--- config.mk ---
export PLATFORM = sky130hd
export DESIGN_NAME = main_ram_arbiter_flat
export DESIGN_NICKNAME = d
export VERILOG_FILES = /design/src/rtl/main_ram_arbiter_if.sv /design/src/rtl/main_ram_arbiter.sv /design/src/flat_wrapper.sv
export SDC_FILE = /design/constraint.sdc
export NUM_CORES = 1
export LEC_CHECK = 0
export CORE_AREA = 2 2 99 101
export CTS_BUF_LIST = sky130_fd_sc_hd__clkbuf_16
export DETAILED_ROUTE_END_ITERATION = 8
export DIE_AREA = 0 0 101 103
export GPL_ROUTABILITY_DRIVEN = 0
export PLACE_DENSITY = 0.68
export SETUP_SLACK_MARGIN = 0.02
export SYNTH_ARGS = -nofsm -noshare
export SYNTH_HDL_FRONTEND = slang
export SYNTH_SLANG_ARGS = --single-unit
--- constraint.sdc ---
create_clock -name clk -period 4.15 [get_ports clk]
set_input_delay 1.0375 -clock clk [delete_from_list [all_inputs] [get_ports clk]]
set_output_delay 1.0375 -clock clk [all_outputs]
set_load 0.01 [all_outputs]
--- src/rtl/main_ram_arbiter_if.sv ---
// Bus bundle between the CPU port, the three fetch requesters, the arbiter
// and the main RAM slave port.
interface main_ram_arbiter_if #(
   parameter int unsigned ADDR_W = 15
);
   // CPU port
   logic                cpu_strobe;
   logic [ADDR_W-1:0]   cpu_addr;
   logic                cpu_write;
   logic [31:0]         cpu_wrdata;
   logic [3:0]          cpu_wrbytesel;
   logic                cpu_ack;
   logic [31:0]         cpu_rddata;
   logic                cpu_rddata_valid;

   // Fetch ports (layer 0, layer 1, sprite)
   logic [2:0]          rq_strobe;
   logic [3*ADDR_W-1:0] rq_addr;
   logic [2:0]          rq_ack;
   logic [31:0]         rq_rddata;
   logic [2:0]          rq_rddata_valid;

   // RAM side
   logic [ADDR_W-1:0]   ram_addr;
   logic [31:0]         ram_wrdata;
   logic [3:0]          ram_wrbytesel;
   logic                ram_write;
   logic [31:0]         ram_rddata;

   // Arbiter view
   modport slave (
      input  cpu_strobe, cpu_addr, cpu_write, cpu_wrdata, cpu_wrbytesel,
      output cpu_ack, cpu_rddata, cpu_rddata_valid,
      input  rq_strobe, rq_addr,
      output rq_ack, rq_rddata, rq_rddata_valid,
      output ram_addr, ram_wrdata, ram_wrbytesel, ram_write,
      input  ram_rddata
   );

   // Requester / RAM view
   modport master (
      output cpu_strobe, cpu_addr, cpu_write, cpu_wrdata, cpu_wrbytesel,
      input  cpu_ack, cpu_rddata, cpu_rddata_valid,
      output rq_strobe, rq_addr,
      input  rq_ack, rq_rddata, rq_rddata_valid,
      input  ram_addr, ram_wrdata, ram_wrbytesel, ram_write,
      output ram_rddata
   );
endinterface

--- src/rtl/main_ram_arbiter.sv ---
// Four-port arbiter for the single-port main RAM: fixed-priority CPU, round-robin
// fetch ports, and a starvation counter that lets a waiting fetch override the CPU.
module main_ram_arbiter #(
   parameter int unsigned ADDR_W   = 15,
   parameter int unsigned MAX_WAIT = 4
) (
   input logic               clk,
   input logic               rst_n,
   main_ram_arbiter_if.slave bus
);

   typedef enum logic [1:0] {GntIdle, GntCpu, GntFetch} gnt_e;

   logic [1:0]        rr_last_q, rr_last_d;
   logic [7:0]        wait_cnt_q, wait_cnt_d;
   logic              cpu_valid_q, cpu_valid_d;
   logic [2:0]        rq_valid_q, rq_valid_d;

   logic [1:0]        rr_first, rr_second, rr_third;
   logic [1:0]        rr_idx;
   logic              rr_found;
   logic              override;
   gnt_e              gnt;
   logic [ADDR_W-1:0] fetch_addr [3];

   for (genvar g = 0; g < 3; g++) begin : g_fetch_addr
      assign fetch_addr[g] = bus.rq_addr[g*ADDR_W +: ADDR_W];
   end

   // Search order starts one past the last fetch grantee and wraps at 3.
   assign rr_first  = (rr_last_q >= 2'd2) ? 2'd0 : rr_last_q + 2'd1;
   assign rr_second = (rr_first  == 2'd2) ? 2'd0 : rr_first  + 2'd1;
   assign rr_third  = (rr_second == 2'd2) ? 2'd0 : rr_second + 2'd1;

   // Round-robin winner among the pending fetch requests.
   always_comb begin
      rr_found = 1'b1;
      rr_idx   = rr_first;
      if (bus.rq_strobe[rr_first]) begin
         rr_idx = rr_first;
      end else if (bus.rq_strobe[rr_second]) begin
         rr_idx = rr_second;
      end else if (bus.rq_strobe[rr_third]) begin
         rr_idx = rr_third;
      end else begin
         rr_found = 1'b0;
      end
   end

   // A fetch denied MAX_WAIT times in favour of the CPU takes the next slot.
   assign override = (MAX_WAIT != 0) && ({24'd0, wait_cnt_q} >= MAX_WAIT) && (|bus.rq_strobe);

   // Grant decision: override, then CPU, then round-robin fetch.
   always_comb begin
      gnt = GntIdle;
      if (override) begin
         gnt = GntFetch;
      end else if (bus.cpu_strobe) begin
         gnt = GntCpu;
      end else if (rr_found) begin
         gnt = GntFetch;
      end
   end

   // Acks and RAM drive for the current grantee; idle drives zeros.
   always_comb begin
      bus.cpu_ack       = 1'b0;
      bus.rq_ack        = 3'b000;
      bus.ram_addr      = '0;
      bus.ram_write     = 1'b0;
      bus.ram_wrdata    = 32'd0;
      bus.ram_wrbytesel = 4'd0;
      unique case (gnt)
         GntCpu: begin
            bus.cpu_ack       = 1'b1;
            bus.ram_addr      = bus.cpu_addr;
            bus.ram_write     = bus.cpu_write;
            bus.ram_wrdata    = bus.cpu_wrdata;
            bus.ram_wrbytesel = bus.cpu_wrbytesel;
         end
         GntFetch: begin
            bus.rq_ack[rr_idx] = 1'b1;
            bus.ram_addr       = fetch_addr[rr_idx];
         end
         default: ;
      endcase
   end

   // Next-state: rotation pointer, starvation counter and read-return tag.
   always_comb begin
      rr_last_d   = rr_last_q;
      wait_cnt_d  = wait_cnt_q;
      cpu_valid_d = 1'b0;
      rq_valid_d  = 3'b000;
      if (gnt == GntFetch) begin
         rr_last_d          = rr_idx;
         wait_cnt_d         = 8'd0;
         rq_valid_d[rr_idx] = 1'b1;
      end else if (gnt == GntCpu) begin
         // A CPU write returns nothing.
         cpu_valid_d = ~bus.cpu_write;
         if ((|bus.rq_strobe) && (wait_cnt_q != 8'hFF)) begin
            wait_cnt_d = wait_cnt_q + 8'd1;
         end
      end
   end

   // State registers; reset also discards any read in flight.
   always_ff @(posedge clk or negedge rst_n) begin
      if (!rst_n) begin
         rr_last_q   <= 2'd2;
         wait_cnt_q  <= 8'd0;
         cpu_valid_q <= 1'b0;
         rq_valid_q  <= 3'b000;
      end else begin
         rr_last_q   <= rr_last_d;
         wait_cnt_q  <= wait_cnt_d;
         cpu_valid_q <= cpu_valid_d;
         rq_valid_q  <= rq_valid_d;
      end
   end

   assign bus.cpu_rddata_valid = cpu_valid_q;
   assign bus.rq_rddata_valid  = rq_valid_q;
   assign bus.cpu_rddata       = bus.ram_rddata;
   assign bus.rq_rddata        = bus.ram_rddata;

endmodule

--- src/flat_wrapper.sv ---
// flat-port wrapper written by rule: the top's interface ports become plain ports
module main_ram_arbiter_flat 
#(
   parameter int unsigned ADDR_W   = 15,
   parameter int unsigned MAX_WAIT = 4
)
  (clk, rst_n, bus_cpu_strobe, bus_cpu_addr, bus_cpu_write, bus_cpu_wrdata, bus_cpu_wrbytesel, bus_cpu_ack, bus_cpu_rddata, bus_cpu_rddata_valid, bus_rq_strobe, bus_rq_addr, bus_rq_ack, bus_rq_rddata, bus_rq_rddata_valid, bus_ram_addr, bus_ram_wrdata, bus_ram_wrbytesel, bus_ram_write, bus_ram_rddata);
  main_ram_arbiter_if #(.ADDR_W(ADDR_W)) bus_i ();
  input logic clk;
  input logic rst_n;
  input wire logic [$bits(bus_i.cpu_strobe)-1:0] bus_cpu_strobe;
  input wire logic [$bits(bus_i.cpu_addr)-1:0] bus_cpu_addr;
  input wire logic [$bits(bus_i.cpu_write)-1:0] bus_cpu_write;
  input wire logic [$bits(bus_i.cpu_wrdata)-1:0] bus_cpu_wrdata;
  input wire logic [$bits(bus_i.cpu_wrbytesel)-1:0] bus_cpu_wrbytesel;
  output wire logic [$bits(bus_i.cpu_ack)-1:0] bus_cpu_ack;
  output wire logic [$bits(bus_i.cpu_rddata)-1:0] bus_cpu_rddata;
  output wire logic [$bits(bus_i.cpu_rddata_valid)-1:0] bus_cpu_rddata_valid;
  input wire logic [$bits(bus_i.rq_strobe)-1:0] bus_rq_strobe;
  input wire logic [$bits(bus_i.rq_addr)-1:0] bus_rq_addr;
  output wire logic [$bits(bus_i.rq_ack)-1:0] bus_rq_ack;
  output wire logic [$bits(bus_i.rq_rddata)-1:0] bus_rq_rddata;
  output wire logic [$bits(bus_i.rq_rddata_valid)-1:0] bus_rq_rddata_valid;
  output wire logic [$bits(bus_i.ram_addr)-1:0] bus_ram_addr;
  output wire logic [$bits(bus_i.ram_wrdata)-1:0] bus_ram_wrdata;
  output wire logic [$bits(bus_i.ram_wrbytesel)-1:0] bus_ram_wrbytesel;
  output wire logic [$bits(bus_i.ram_write)-1:0] bus_ram_write;
  input wire logic [$bits(bus_i.ram_rddata)-1:0] bus_ram_rddata;
  assign bus_i.cpu_strobe = bus_cpu_strobe;
  assign bus_i.cpu_addr = bus_cpu_addr;
  assign bus_i.cpu_write = bus_cpu_write;
  assign bus_i.cpu_wrdata = bus_cpu_wrdata;
  assign bus_i.cpu_wrbytesel = bus_cpu_wrbytesel;
  assign bus_cpu_ack = bus_i.cpu_ack;
  assign bus_cpu_rddata = bus_i.cpu_rddata;
  assign bus_cpu_rddata_valid = bus_i.cpu_rddata_valid;
  assign bus_i.rq_strobe = bus_rq_strobe;
  assign bus_i.rq_addr = bus_rq_addr;
  assign bus_rq_ack = bus_i.rq_ack;
  assign bus_rq_rddata = bus_i.rq_rddata;
  assign bus_rq_rddata_valid = bus_i.rq_rddata_valid;
  assign bus_ram_addr = bus_i.ram_addr;
  assign bus_ram_wrdata = bus_i.ram_wrdata;
  assign bus_ram_wrbytesel = bus_i.ram_wrbytesel;
  assign bus_ram_write = bus_i.ram_write;
  assign bus_i.ram_rddata = bus_ram_rddata;
  main_ram_arbiter #(.ADDR_W(ADDR_W), .MAX_WAIT(MAX_WAIT)) u_core (.clk(clk), .rst_n(rst_n), .bus(bus_i));
endmodule
Word-level counts from Yosys, hierarchy flattened:

Cells that the tools add are included.

* $add $sub $neg: 4
* magnitude comparators: 8
* eq/ne operators: 5
* muxes and demuxes: 34
* bitwise logic cells: 2
* reduce and logical (&&, ||, !) cells: 7

Operator list (number)
* $mux 32: 1
* $bmux 15 s2: 1
* $mux 15: 2
* $pmux 15 s2: 1
* $mux 8: 3
* $mux 2: 9
* $lt 2x3->1 const B: 4
* $mux 1: 11
* $add 8x1->8 const B: 1
* $ge 8x3->1 const B: 1
* $ne 8x8->1 const B: 1
* $add 2x1->2 const B: 3
* $bmux 1 s2: 3
* $eq 2x2->1 const B: 3
* $mux 4: 1
* $reduce_bool 2->1: 2
* $ge 3x3->1 const B: 1
* $logic_and 1x1->1: 3
* $mux 3: 1
* $not 2->3: 1
* $reduce_or 3->1: 1
* $demux 1 s2: 1
* $eq 2x1->1 const B: 1
* $ge 2x1->1 const B: 1
* other kinds (3): 3

* register bits: 14
* word-level logic and storage cells: 64

Longest topological paths before layout:

Gate-level depths: netlist of the first run.

* depth after elaboration: 17
* mapped depth: 8
* depth with buffers taken out: 5

Worst setup path before layout of the first run:

No wires, ideal clock.

* kind: input-to-output
* start point: input port bus_cpu_strobe
* end point: output port bus_ram_addr[0]
* arrival time: 2450 ps
* setup slack: 663 ps
* cell stages on the path: 6
* path buffers: 1
* path through: or4b_4 o41ai_4 nor2b_1 buf_6 a22o_1 a221o_1

* longest elaborated chain between the ends: 4
* elaborated cells between the ends (all ways): 5

Ends and longest elaborated chain
* start: declaration: line flat_wrapper.sv:11 `input wire logic [$bits(bus_i.cpu_strobe)-1:0] bus_cpu_strobe;`
* $mux 2 *: line main_ram_arbiter.sv:58 `end else if (bus.cpu_strobe) begin`
* $mux 2 *: line main_ram_arbiter.sv:56 `if (override) begin`
* $eq 2x2->1 / $eq 2x1->1 (equally long branches): line main_ram_arbiter.sv:73 `unique case (gnt)`
* $pmux 15 s2 *: line main_ram_arbiter.sv:73
* end: declaration: line flat_wrapper.sv:24 `output wire logic [$bits(bus_i.ram_addr)-1:0] bus_ram_addr;`

Mark *: on every way between the ends. The rest lies on a longest branch, timed or not.

Worst setup path in the final report of the first run:

* start point: input port bus_cpu_strobe
* end point: output port bus_ram_addr[10]

The elaborated chain is that of the path after synthesis.

==> results of run 1 <==
==> power by group through the flow <==
stage               registers, mW  logic (mW)  clock network [mW]
floorplan                   0.168       0.274                   0
global placement            0.168       0.533                   0
detailed placement          0.169       0.538                   0
CTS                         0.167       0.521               0.188
global route                0.169       0.559               0.197
finish                      0.167       0.512               0.184
==> layout make-up <==
cell class	count	area [sq um]	area share [%]
clock buffer	3	75.1	2.28
tap	114	143	4.33
sequential	14	352	10.7
inverter	3	11.3	0.342
clock inverter	1	3.75	0.114
multi-input combinational	116	856	26.0
timing repair buffer	197	1850	56.3
==> cell usage after synthesis (all sizes together), types with 2 or more instances <==
| cell type | n |
|---|---|
| nor2 | 11 |
| nand3 | 2 |
| and2 | 41 |
| a22oi | 6 |
| inv | 3 |
| a22o | 9 |
| ha | 2 |
| nor3 | 2 |
| a21o | 2 |
| clkbuf | 3 |
| o21ai | 8 |
| a32oi | 6 |
| buf | 73 |
| a221o | 9 |
| dfrtp | 13 |
| nor2b | 2 |
==> kinds of logic after synthesis <==
family	Yosys count	synth area share (%)
AO/OA/AOI/OAI	47	22.1
buffers and inverters	79	33.8
adder cells (fa/ha/maj)	2	1.40
flip-flops	14	19.7
AND/OR/NAND/NOR	66	23.0
==> worst max path at each step <==
stage / end / cells after the start / start
final: bus_ram_addr[10] / 9 / bus_cpu_strobe
after global routing: bus_ram_addr[1] / 10 / bus_cpu_strobe
after CTS: bus_ram_addr[10] / 10 / bus_rq_strobe[0]
after detailed placement: bus_ram_addr[10] / 8 / bus_rq_strobe[0]
after global placement: bus_ram_addr[10] / 8 / bus_rq_strobe[0]
after floorplan: bus_ram_addr[0] / 6 / bus_cpu_strobe
==> state kept, by name, indices dropped and copies added (netlist names) <==
name                         count
u_core.wait_cnt_q                8
u_core.bus.rq_rddata_valid       3
u_core.rr_last_q                 2
u_core.bus.cpu_rddata_valid      1
==> metal layers <==
| layer | GRT usage, % | vias up | wire length [um] |
|---|---|---|---|
| met1 | 13.4 | 829 | 2460 |
| met4 | 3.01 | 0 | 86 |
| li1 | - | 911 | - |
| met3 | 3.93 | 6 | 695 |
| met2 | 23.0 | 138 | 3700 |
| met5 | 0 | - | 0 |
==> timing repair <==
action                                  4_1_cts  5_1_grt
pin swaps                                     6        1
resized for setup                            94        6
gates cloned                                  1        0
endpoints found under the setup margin       55       16
setup buffers                                13        0
hold buffers                                  0        0
==> impl_results.md, run 1 <==
* Crit-path leading delay family: buffers and inverters
* Post-synthesis cell area at 1780 sq um
* Worst r2r path cells at 8
* # Max-Cap Violations at 0
* # DRC at 0
* WP buf/inv at 5
* Largest cells by area after synthesis: buf_4, dfrtp_1, and2_1
* Remaining Overflow, GRT at 0
* R2r setup slk at 2.03 ns
* Hold Path Sink: u_core.wait_cnt_q[4]$_DFFE_PN0P_
* Mapped Cells at 208
* Inserted Clock Buffers at 3
* FILL cells at 985
* Final wirelength at 6940 um
* Syn nets at 345
* Post-synth top area share at 27.0%
* Initial antenna violation count at 0
* TritonRoute pass-1 iters at 4
* CP max stage cell: or4b_4
* Hold_sp: u_core.wait_cnt_q[4]$_DFFE_PN0P_
* RSZ-0062 raised after global routing: yes
* Worst Path Arrival at 2.99 ns
* Area Growth Syn to Fin at 84.8%
* DIE AREA at 10400 sq um
* Sequential fraction of the synthesis area at 19.7%
* Clk slew on worst S/H paths at 0.05 ns
* Buffers on Ports at 162
* Slew Limit Fails at 0
* DR vias at 1884
* Die width at 101 um
* Ys flop type: dfrtp_1
* Skew-Pair Late Insertion Delay at 0.25 ns
* WS Path Type: input port to output port
* Critical R2R Capture: u_core.rr_last_q[1]$_DFFE_PN1N_
* Initial core utilization at 18.8%
* Avg Cell Area, Syn at 8.57 sq um
* TNS Setup at 0 ns
* First-pass GRT wire length at 9810 um
* Layout cell share with drive strength beyond 1 at 17.7%
* Layout Nets at 472
* Post-route cell area at 3290 sq um
* Commonest non-fill, non-tap cell in the layout: clkdlybuf4s50_1
* Starting DRC count in detailed routing at 28
* Critical-path cell list: dlygate4sd2_1 > or4b_4 > o41ai_4 > buf_4 > buf_12 > buf_6 > nor2_4 > a221o_1 > buf_2
* GR Util All Layers at 12.3%
* Worst path max stage delay at 0.50 ns
* Clock power frac at 21.3%
* Clk sink count at 14
* Largest net degree at the start of global routing at 17
* Fmax at 248 MHz
* Cell Area, Placed at 3180 sq um
* Fraction of the cycle the final worst path needs at 97.1%
* RR Startpoint: u_core.wait_cnt_q[4]$_DFFE_PN0P_
* Worst min path class: flop to flop
* Hold Crit Depth at 1
* Synthesis-stage register bit count at 14
* NetSw at 281 uW
* Setup WS pre-CTS at -0.475 ns
* Final min period at 4.03 ns
* CTS tree: yes
* Power Total at 862 uW
* Final Hold Viols at 0
* Worst-margin pin slew at 0.658 ns
* Switching share of power at 32.6%
* Gate power share at 59.4%
* Routed WL per cell at 15.5 um
* Die height at 103 um
* Leakage at 1.50 nW
* Yosys cell types at 38
* CORE AREA at 9460 sq um
* Post-synth EDFFs at 0
* Int Power at 581 uW
* Async S/R FF share, synth at 100%
* CP max FO at 6
* Non-Filler Instances at 448
* # diodes at 0
* Smallest hold slack at 0.518 ns
* Worst Skew at 0.00685 ns
* DRT antenna net count at 0
* Vias in the first global route at 1830
* Power Dens Cells at 262 nW/um^2
* Critical path launch point type: input port
* Worst setup margin at 0.119 ns
* Area leader, netlist: buf_4
* Sequential Power Share at 19.3%
* Status: complete, no violations
* Most frequent cells in the layout: clkdlybuf4s50_1, and2_1, dlygate4sd2_1
* HPWL Detailed at 5740 um
* Synth warn at 0
* Placed cells at 431
* Top-Level Pins at 259
* Slew Limit Headroom at 56.0%
* Final core occ at 34.8%
* Nature of the critical path endpoint: output port
* # setup viols final at 0
* Via-to-Cell Ratio at 4.21
* Max VDD drop at 132 uV
* Row Count at 36
* Maximum clock path buffer count at 2
* CP required at 3.11 ns
* Clock root buffer: clkbuf_16
* H-tree depth at 1
Power figures use the tool's default switching activity.
==> run 2, diff against run 1 <==
--- a/config.mk
+++ b/config.mk
@@ -11,6 +11,7 @@
 export DIE_AREA = 0 0 101 103
 export GPL_ROUTABILITY_DRIVEN = 0
 export PLACE_DENSITY = 0.68
+export REMOVE_ABC_BUFFERS = 1
 export SETUP_SLACK_MARGIN = 0.02
 export SYNTH_ARGS = -nofsm -noshare
 export SYNTH_HDL_FRONTEND = slang
==> impl_results.md, run 2 (synthesized netlist as in run 1, its figures left out) <==
* DRT antenna net count at 0
* CTS tree: yes
* CP required at 3.11 ns
* Hold Path Sink: u_core.wait_cnt_q[4]$_DFFE_PN0P_
* Critical path launch point type: input port
* Power Dens Cells at 265 nW/um^2
* Vias in the first global route at 2089
* Clk sink count at 14
* Slew Limit Fails at 0
* Worst min path class: flop to flop
* Inserted Clock Buffers at 3
* TritonRoute pass-1 iters at 4
* Fraction of the cycle the final worst path needs at 98.4%
* Fmax at 245 MHz
* Via-to-Cell Ratio at 4.64
* Die height at 103 um
* Row Count at 36
* CORE AREA at 9460 sq um
* Max VDD drop at 178 uV
* WS Path Type: input port to output port
* Hold_sp: u_core.wait_cnt_q[4]$_DFFE_PN0P_
* CP max stage cell: or4b_4
* Initial core utilization at 18.8%
* Layout Nets at 461
* GR Util All Layers at 17.5%
* Worst r2r path cells at 7
* Leakage at 1.36 nW
* Final Hold Viols at 0
* Die width at 101 um
* Critical-path cell list: clkdlybuf4s15_1 > or4b_4 > o41ai_4 > buf_6 > buf_4 > nor2_1 > buf_4 > a32oi_1 > o21ai_1 > clkdlybuf4s15_2
* # DRC at 0
* Remaining Overflow, GRT at 0
* Most frequent cells in the layout: clkdlybuf4s50_1, and2_1, buf_4
* Worst path max stage delay at 0.51 ns
* Final min period at 4.08 ns
* Status: complete, no violations
* Initial antenna violation count at 0
* DIE AREA at 10400 sq um
* Top reg by flops: u_core.wait_cnt_q
* Most frequent CP cell: buf_4
* Worst Path Arrival at 3.04 ns
* Max reg flops at 8
* Clk slew on worst S/H paths at 0.05 ns
* RSZ-0062 raised after global routing: no
* Routed WL per cell at 22.3 um
* CP max FO at 5
* Maximum clock path buffer count at 2
* Layout cell share with drive strength beyond 1 at 17.0%
* Buffers on Ports at 162
* DR vias at 2027
* Clock root buffer: clkbuf_16
* Cell Area, Placed at 3100 sq um
* Worst Skew at 0.00108 ns
* Worst-margin pin slew at 0.648 ns
* # Max-Cap Violations at 0
* Post-route cell area at 3240 sq um
* # setup viols final at 0
* Skew-Pair Late Insertion Delay at 0.24 ns
* HPWL Detailed at 8240 um
* Slew Limit Headroom at 56.7%
* Starting DRC count in detailed routing at 60
* Area Growth Syn to Fin at 82.0%
* Final core occ at 34.3%
* Final wirelength at 9750 um
* R2r setup slk at 2.22 ns
* H-tree depth at 1
* Critical R2R Capture: u_core.rr_last_q[0]$_DFFE_PN0N_
* Commonest non-fill, non-tap cell in the layout: clkdlybuf4s50_1
* RR Startpoint: u_core.wait_cnt_q[4]$_DFFE_PN0P_
* First-pass GRT wire length at 13100 um
* Power Total at 861 uW
* Largest net degree at the start of global routing at 25
* # diodes at 0
* Hold Crit Depth at 1
* Top-Level Pins at 259
* Nature of the critical path endpoint: output port
* TNS Setup at 0 ns
[run 2: layout make-up]
cell class | instances | area (sq um)
tap | 114 | 143
sequential | 14 | 352
timing repair buffer | 187 | 1780
fill | 994 | 6220
clock buffer | 3 | 75.1
clock inverter | 1 | 3.75
inverter | 3 | 11.3
multi-input combinational | 115 | 875
[run 2: worst max path at each step]
stage | start | endpoint | slack [ns] | depth (start not counted)
global route | bus_cpu_strobe | bus_ram_addr[13] | 0.005 | 9
global placement | bus_rq_strobe[2] | bus_ram_addr[13] | -0.48 | 8
CTS | bus_rq_strobe[2] | bus_rq_ack[1] | 0.03 | 6
floorplan | bus_cpu_strobe | bus_ram_addr[0] | 0.22 | 5
finish | bus_cpu_strobe | bus_ram_addr[1] | 0.07 | 10
detailed placement | bus_rq_strobe[2] | bus_ram_addr[8] | -0.49 | 8
[run 2: through the flow]
| stage | instances | worst slack (ns) | hold slack, ns |
|---|---|---|---|
| after global routing | 437 | 0.00470 | 0.537 |
| after global placement | 425 | -0.477 | 0.500 |
| after detailed placement | 425 | -0.494 | 0.500 |
| after CTS | 435 | 0.0280 | 0.517 |
| final | 437 | 0.0675 | 0.512 |
| after floorplan | 132 | 0.224 | 0.469 |
[run 2: power by group]
| group | switching, mW | internal (mW) | total, mW |
|---|---|---|---|
| combinational | 0.210 | 0.299 | 0.509 |
| clock | 0.0580 | 0.128 | 0.186 |
| sequential | 0.0115 | 0.155 | 0.166 |
[run 2: what timing repair did]
action,CTS,global route
hold buffers,0,0
gates cloned,1,0
gates resized for setup,80,4
pin swaps,3,4
endpoints found under the setup margin,56,43
setup buffers,5,2
[run 2: metal layers]
metal  GRT usage, %  wire (um)  up-vias  part of all wire [%]
met5           5.77         63        -                  0.65
met2           28.0       4380      191                    45
met1           15.9       3000      939                    31
met4           1.87         49        2                  0.50
met3           18.3       2250       10                    23
li1               -          -      885                     -
[run 2: critical path, delay by kind of cell]
kind | cells | cell delay [ns]
AOI/OAI and AO/OA | 3 | 0.60
buffers and inverters | 5 | 0.83
and+or+nand+nor | 2 | 0.55
